$ cat src/rtl/adc_spi_capture.sv
// adc_spi_capture: dual-ADC SPI master, one {ch2,ch1} AXI-S beat per frame, tvalid 1 clk after the last SCLK fall.
// A beat held by tready=0 drops the next frame (overrun pulse). Define ADC_SIGNED_CONV_EN for signed 16-bit samples.
module adc_spi_capture #(
  parameter int CLK_DIV      = 7,
  parameter int LEAD_BITS    = 4,
  parameter int DATA_BITS    = 10,
  parameter int FRAME_SCLKS  = 16,
  parameter int QUIET_CYCLES = 14
) (
  input  logic        clk,
  input  logic        reset_b,
  input  logic        enable,
  output logic        SPI_clk,
  output logic        cs1,
  input  logic        adc1,
  input  logic        adc2,
  output logic        m_axis_tvalid,
  input  logic        m_axis_tready,
  output logic [31:0] m_axis_tdata,
  output logic        overrun
);

  localparam int CNT_MAX = (QUIET_CYCLES > CLK_DIV) ? QUIET_CYCLES : CLK_DIV;
  localparam int CNT_W   = $clog2(CNT_MAX + 1);
  localparam int RISE_W  = $clog2(FRAME_SCLKS + 1);

  localparam logic [CNT_W-1:0]  QUIET_LAST = CNT_W'(QUIET_CYCLES - 1);
  localparam logic [CNT_W-1:0]  DIV_LAST   = CNT_W'(CLK_DIV - 1);
  localparam logic [RISE_W-1:0] RISE_FIRST = RISE_W'(LEAD_BITS);
  localparam logic [RISE_W-1:0] RISE_LAST  = RISE_W'(LEAD_BITS + DATA_BITS - 1);
  localparam logic [RISE_W-1:0] RISE_END   = RISE_W'(FRAME_SCLKS);

  typedef enum logic [1:0] {
    IDLE  = 2'd0,
    QUIET = 2'd1,
    SHIFT = 2'd2,
    DONE  = 2'd3
  } state_t;

  state_t               r_state;
  state_t               w_next;
  logic [CNT_W-1:0]     r_cnt;
  logic [RISE_W-1:0]    r_rise;
  logic                 r_sclk;
  logic                 r_cs1;
  logic [DATA_BITS-1:0] r_sh1;
  logic [DATA_BITS-1:0] r_sh2;
  logic                 r_tvalid;
  logic [31:0]          r_tdata;
  logic                 r_overrun;

  logic w_tick;
  logic w_rise;
  logic w_fall;
  logic w_sample;
  logic w_publish;
  logic w_accept;
  logic w_load;

  function automatic logic [15:0] conv(input logic [DATA_BITS-1:0] s);
`ifdef ADC_SIGNED_CONV_EN
    // Flipping the MSB turns offset binary into two's complement at DATA_BITS width.
    logic signed [DATA_BITS-1:0] t;
    t = {~s[DATA_BITS-1], s[DATA_BITS-2:0]};
    return 16'(t);
`else
    return 16'(s);
`endif
  endfunction

  always_ff @(posedge clk or negedge reset_b) begin
    if (!reset_b) begin
      r_state <= IDLE;
    end else begin
      r_state <= w_next;
    end
  end

  always_comb begin
    w_next = r_state;
    w_tick = 1'b0;
    case (r_state)
      IDLE: begin
        if (enable) begin
          w_next = QUIET;
        end
      end
      QUIET: begin
        if (r_cnt == QUIET_LAST) begin
          w_next = SHIFT;
        end
      end
      SHIFT: begin
        w_tick = (r_cnt == DIV_LAST);
        if (w_tick && r_sclk && (r_rise == RISE_END)) begin
          w_next = DONE;
        end
      end
      DONE: begin
        w_next = enable ? QUIET : IDLE;
      end
      default: begin
        w_next = IDLE;
      end
    endcase
  end

  assign w_rise    = w_tick & ~r_sclk;
  assign w_fall    = w_tick & r_sclk;
  assign w_sample  = w_fall && (r_rise >= RISE_FIRST) && (r_rise <= RISE_LAST);
  assign w_publish = (r_state == DONE);
  assign w_accept  = r_tvalid & m_axis_tready;
  assign w_load    = w_publish & (~r_tvalid | m_axis_tready);

  // One counter serves both the quiet gap and the SCLK half-period divider.
  always_ff @(posedge clk or negedge reset_b) begin
    if (!reset_b) begin
      r_cnt <= '0;
    end else if ((w_next != r_state) || w_tick) begin
      r_cnt <= '0;
    end else if ((r_state == QUIET) || (r_state == SHIFT)) begin
      r_cnt <= r_cnt + 1'b1;
    end
  end

  always_ff @(posedge clk or negedge reset_b) begin
    if (!reset_b) begin
      r_sclk <= 1'b0;
      r_rise <= '0;
      r_cs1  <= 1'b1;
    end else begin
      r_cs1 <= (w_next != SHIFT);
      if (w_next != SHIFT) begin
        r_sclk <= 1'b0;
      end else if (w_tick) begin
        r_sclk <= ~r_sclk;
      end
      if (r_state != SHIFT) begin
        r_rise <= '0;
      end else if (w_rise) begin
        r_rise <= r_rise + 1'b1;
      end
    end
  end

  // Sampling on the falling-edge tick gives the ADC a full half period to settle after its rise.
  always_ff @(posedge clk or negedge reset_b) begin
    if (!reset_b) begin
      r_sh1 <= '0;
      r_sh2 <= '0;
    end else if (w_sample) begin
      r_sh1 <= {r_sh1[DATA_BITS-2:0], adc1};
      r_sh2 <= {r_sh2[DATA_BITS-2:0], adc2};
    end
  end

  always_ff @(posedge clk or negedge reset_b) begin
    if (!reset_b) begin
      r_tvalid  <= 1'b0;
      r_tdata   <= '0;
      r_overrun <= 1'b0;
    end else begin
      r_overrun <= 1'b0;
      if (w_load) begin
        r_tvalid <= 1'b1;
        r_tdata  <= {conv(r_sh2), conv(r_sh1)};
      end else begin
        // A publish that cannot load means the pending beat wins and this frame is lost.
        if (w_publish) begin
          r_overrun <= 1'b1;
        end
        if (w_accept) begin
          r_tvalid <= 1'b0;
        end
      end
    end
  end

  assign SPI_clk       = r_sclk;
  assign cs1           = r_cs1;
  assign m_axis_tvalid = r_tvalid;
  assign m_axis_tdata  = r_tdata;
  assign overrun       = r_overrun;

endmodule

$ cat config.mk
export PLATFORM = sky130hd
export DESIGN_NAME = adc_spi_capture
export DESIGN_NICKNAME = d
export VERILOG_FILES = /design/src/rtl/adc_spi_capture.sv
export SDC_FILE = /design/constraint.sdc
export NUM_CORES = 1
export LEC_CHECK = 0
export ABC_AREA = 1
export BUFFER_PORTS_ARGS = -buffer_cell sky130_fd_sc_hd__buf_2
export CORE_MARGIN = 4
export CORE_UTILIZATION = 55
export CTS_CLUSTER_SIZE = 12
export DETAILED_ROUTE_END_ITERATION = 6
export PLACE_DENSITY_LB_ADDON = 0.3
export SYNTH_ARGS = -nofsm -noshare
export SYNTH_HDL_FRONTEND = slang
export SYNTH_SLANG_ARGS = --single-unit
$ cat constraint.sdc
create_clock -name clk -period 2.9 [get_ports clk]
set_input_delay 0.29 -clock clk [delete_from_list [all_inputs] [get_ports clk]]
set_output_delay 0.29 -clock clk [all_outputs]
set_load 0.02 [all_outputs]
==> results.cfg <==
[worst_setup_path]
cp_data_required_time_ns = 3.10
critical_path.max_fanout = 40
critical_path.endpoint_type = flip-flop
critPathKind = reg -> reg
startpoint_type = flip-flop
arrival_ns = 2.47

[layout]
multi_input_area_um2 = 921
diodes = 0
area.sequential_um2 = 1380
design.final.nets = 313
fillers = 385
area_delta_synth_final_pct = 9.25
drive_above_1_share_pct = 20.5

[pwr]
cellPowerDensity_nw_per_um2 = 467
p_leak_nw = 1.44
irDropWorstVdd_mv = 0.262

[timing]
setup_repair_after_global_routing_missed_its_margin = false
hold_viol_final = 0
finalCritPeriodShare_pct = 78.0
final.min_clock_period_ns = 2.26
aggregate_negative_setup_slack_ns = 0
fin_hold_ws_ns = 0.241
setup_viol_count_final = 0
worstMarginPinSlew_ns = 0.636
finalClockSkew_ns = 0.00889
drv_slew = 0
fmax_mhz = 442
timing.slew.headroom_pct = 57.5

[die]
core_area_um2 = 4410
die_w_um = 76.0
floorplan.initialDensity_pct = 57.6
top_level_i_o_count = 42
die-area_um2 = 5780
chipHeight_um = 76.0
placement_rows = 24

[cts]
root_driver = sky130_fd_sc_hd__clkbuf_8
max-clock-path-buffers = 2
tritoncts_num_sinks = 55
clk_transition_reported_paths_ns = 0.09
cts_tree = built
clock_latency_on_the_worst_skew_pair_ns = 0.31
cts_resized = 0
cts-buffers-inserted = 5
cts.htree.levels = 2

[routing]
routed_wirelength_um = 4200
wl_per_cell_um = 12.0
first_iter_violations = 87
number_of_remaining_drc_errors = 0
num_vias = 1710
via_per_inst = 4.90
drt_first_pass_iters = 4
ant_nets = 0

[placement]
post-dp-hpwl_um = 3020
gpl.final_weighted_congestion = 0.925
io_buffers = 29

[global_routing]
globalRouteOverflowTotal = 0
grt_first_pass_wirelength_um = 7540
gr-usage-all-layers_pct = 15.7
largest_net_degree_at_the_start_of_global_routing = 41
vias_in_the_first_global_route = 1688
number_of_antenna_violations_at_the_first_check_in_global_routing = 0

[logic_synthesis]
yosysWarnings = 0
netlist-cell-type-count = 30
syn_area_um2 = 2540
synth.avg_cell_area_um2 = 9.53
synth_cells = 267
synth_seq_cells = 55
synth_seq_area_share_pct = 54.2

[worst_hold_path]
timing.hold.worst.class = in -> reg

[status]
run_status = finished, final reports clean

[run]
max-cap-violations = 0
==> layer usage <==
metal | global-route usage [%] | part of all wire [%] | vias up
met2 | 26.2 | 48 | 36
li1 | - | - | 875
met3 | 4.37 | 5.6 | 4
met5 | 0 | 0 | -
met4 | 4.80 | 0.93 | 0
met1 | 19.8 | 45 | 795
==> layout make-up <==
| type | count | share of cell area, % |
|---|---|---|
| flip-flops and latches | 55 | 49.6 |
| repair buffers | 32 | 6.12 |
| well taps | 52 | 2.34 |
| clock buffers | 5 | 2.48 |
| clock inverters | 2 | 1.35 |
| multi-input cells | 166 | 33.1 |
| inverters | 37 | 5.00 |
==> placed cells by master (no fill, tap or decap), drive strengths merged, types with 4 or more instances in the layout <==
| cell type | synthesis | layout |
|---|---|---|
| buf | 18 | 31 |
| clkbuf | 2 | 5 |
| conb | 1 | 12 |
| nand2 | 63 | 63 |
| inv | 37 | 37 |
| xor2 | 4 | 4 |
| nor2 | 12 | 12 |
| ha | 10 | 10 |
| a21oi | 7 | 7 |
| nand3 | 7 | 7 |
| o21ai | 41 | 41 |
| dfrtp | 54 | 54 |
==> power breakdown <==
group	switching (mW)	total [mW]	internal, mW
Clock	0.240	0.493	0.253
Combinational	0.0317	0.0370	0.00531
Sequential	0.000445	0.768	0.768
==> worst paths after layout <==
path | slack (ns) | start | depth (start not counted) | end
worst max-delay path | 0.64 | r_state[0]$_DFF_PN0_ | 8 | r_sh1[2]$_DFFE_PN0P_
worst min register to register | 0.49 | m_axis_tdata[20]$_DFFE_PN0P_ | 2 | m_axis_tdata[20]$_DFFE_PN0P_
worst max register to register | 0.64 | r_state[0]$_DFF_PN0_ | 8 | r_sh1[2]$_DFFE_PN0P_
max in group asynchronous | 1.65 | reset_b | 3 | r_cnt[2]$_DFFE_PN0P_
worst min-delay path | 0.24 | adc1 | 3 | r_sh1[0]$_DFFE_PN0P_
min in group asynchronous | 0.45 | reset_b | 2 | r_sh2[6]$_DFFE_PN0P_
==> worst max-delay path, stage by stage, from the launching register on <==
cell and delay [ns]:
sky130_fd_sc_hd__dfrtp_1 0.45, sky130_fd_sc_hd__inv_1 0.15, sky130_fd_sc_hd__ha_1 0.24, sky130_fd_sc_hd__inv_2 0.07, sky130_fd_sc_hd__nor3_4 0.18, sky130_fd_sc_hd__inv_2 0.06
sky130_fd_sc_hd__a21oi_2 0.15, sky130_fd_sc_hd__nand4_4 0.51, sky130_fd_sc_hd__o21ai_1 0.36
==> metrics by stage <==
stage	power, mW	instance area (um^2)	setup slack [ns]	util (%)	instances
4_1_cts	1.32	2780	0.590	63.0	349
3_5_place_dp	0.820	2660	0.625	60.3	341
5_1_grt	1.35	2780	0.402	63.0	349
3_3_place_gp	0.820	2660	0.762	60.3	341
6_report	1.30	2780	0.638	63.0	349
2_1_floorplan	0.812	2580	1.20	-	278
==> cells in the mapped netlist (all sizes together) <==
| master | number | area share [%] |
|---|---|---|
| dfrtp | 54 | 53 |
| o22ai | 2 | 0.49 |
| a21oi | 7 | 1.8 |
| nor3 | 1 | 0.64 |
| o21bai | 1 | 0.30 |
| mux2 | 2 | 0.89 |
| nor2 | 12 | 2.0 |
| buf | 18 | 5.5 |
| nand3 | 7 | 1.4 |
| o21ai | 41 | 9.5 |
| ha | 10 | 4.9 |
| clkbuf | 2 | 0.30 |
| conb | 1 | 0.15 |
| nand2 | 63 | 9.4 |
| dfstp | 1 | 1.0 |
| nand4 | 2 | 1.1 |
| o21a | 1 | 0.30 |
| xor2 | 4 | 1.4 |
| xnor2 | 1 | 0.34 |
| inv | 37 | 5.5 |
==> sequential cells by signal (all words and copies together) (netlist names), 2 cells and up <==
register      count
m_axis_tdata     20
r_cnt             4
r_rise            5
r_sh1            10
r_sh2            10
r_state           2
==> kinds of logic after synthesis <==
logic type               Yosys count  share of synthesized area, %
multiplexers                       2                         0.885
adder cells (fa/ha/maj)           10                          4.92
XOR/XNOR                           5                          1.72
AND/OR/NAND/NOR                   85                          14.5
flip-flops                        55                          54.2
buffers and inverters             57                          11.3
AO/OA/AOI/OAI                     52                          12.4
other                              1                         0.147
==> repair_timing <==
action                                 4_1_cts  5_1_grt
endpoints found under the hold margin       19        0
hold buffers                                 1        0
setup buffers                                0        0
Note: power is estimated with default switching activity, not from simulation.
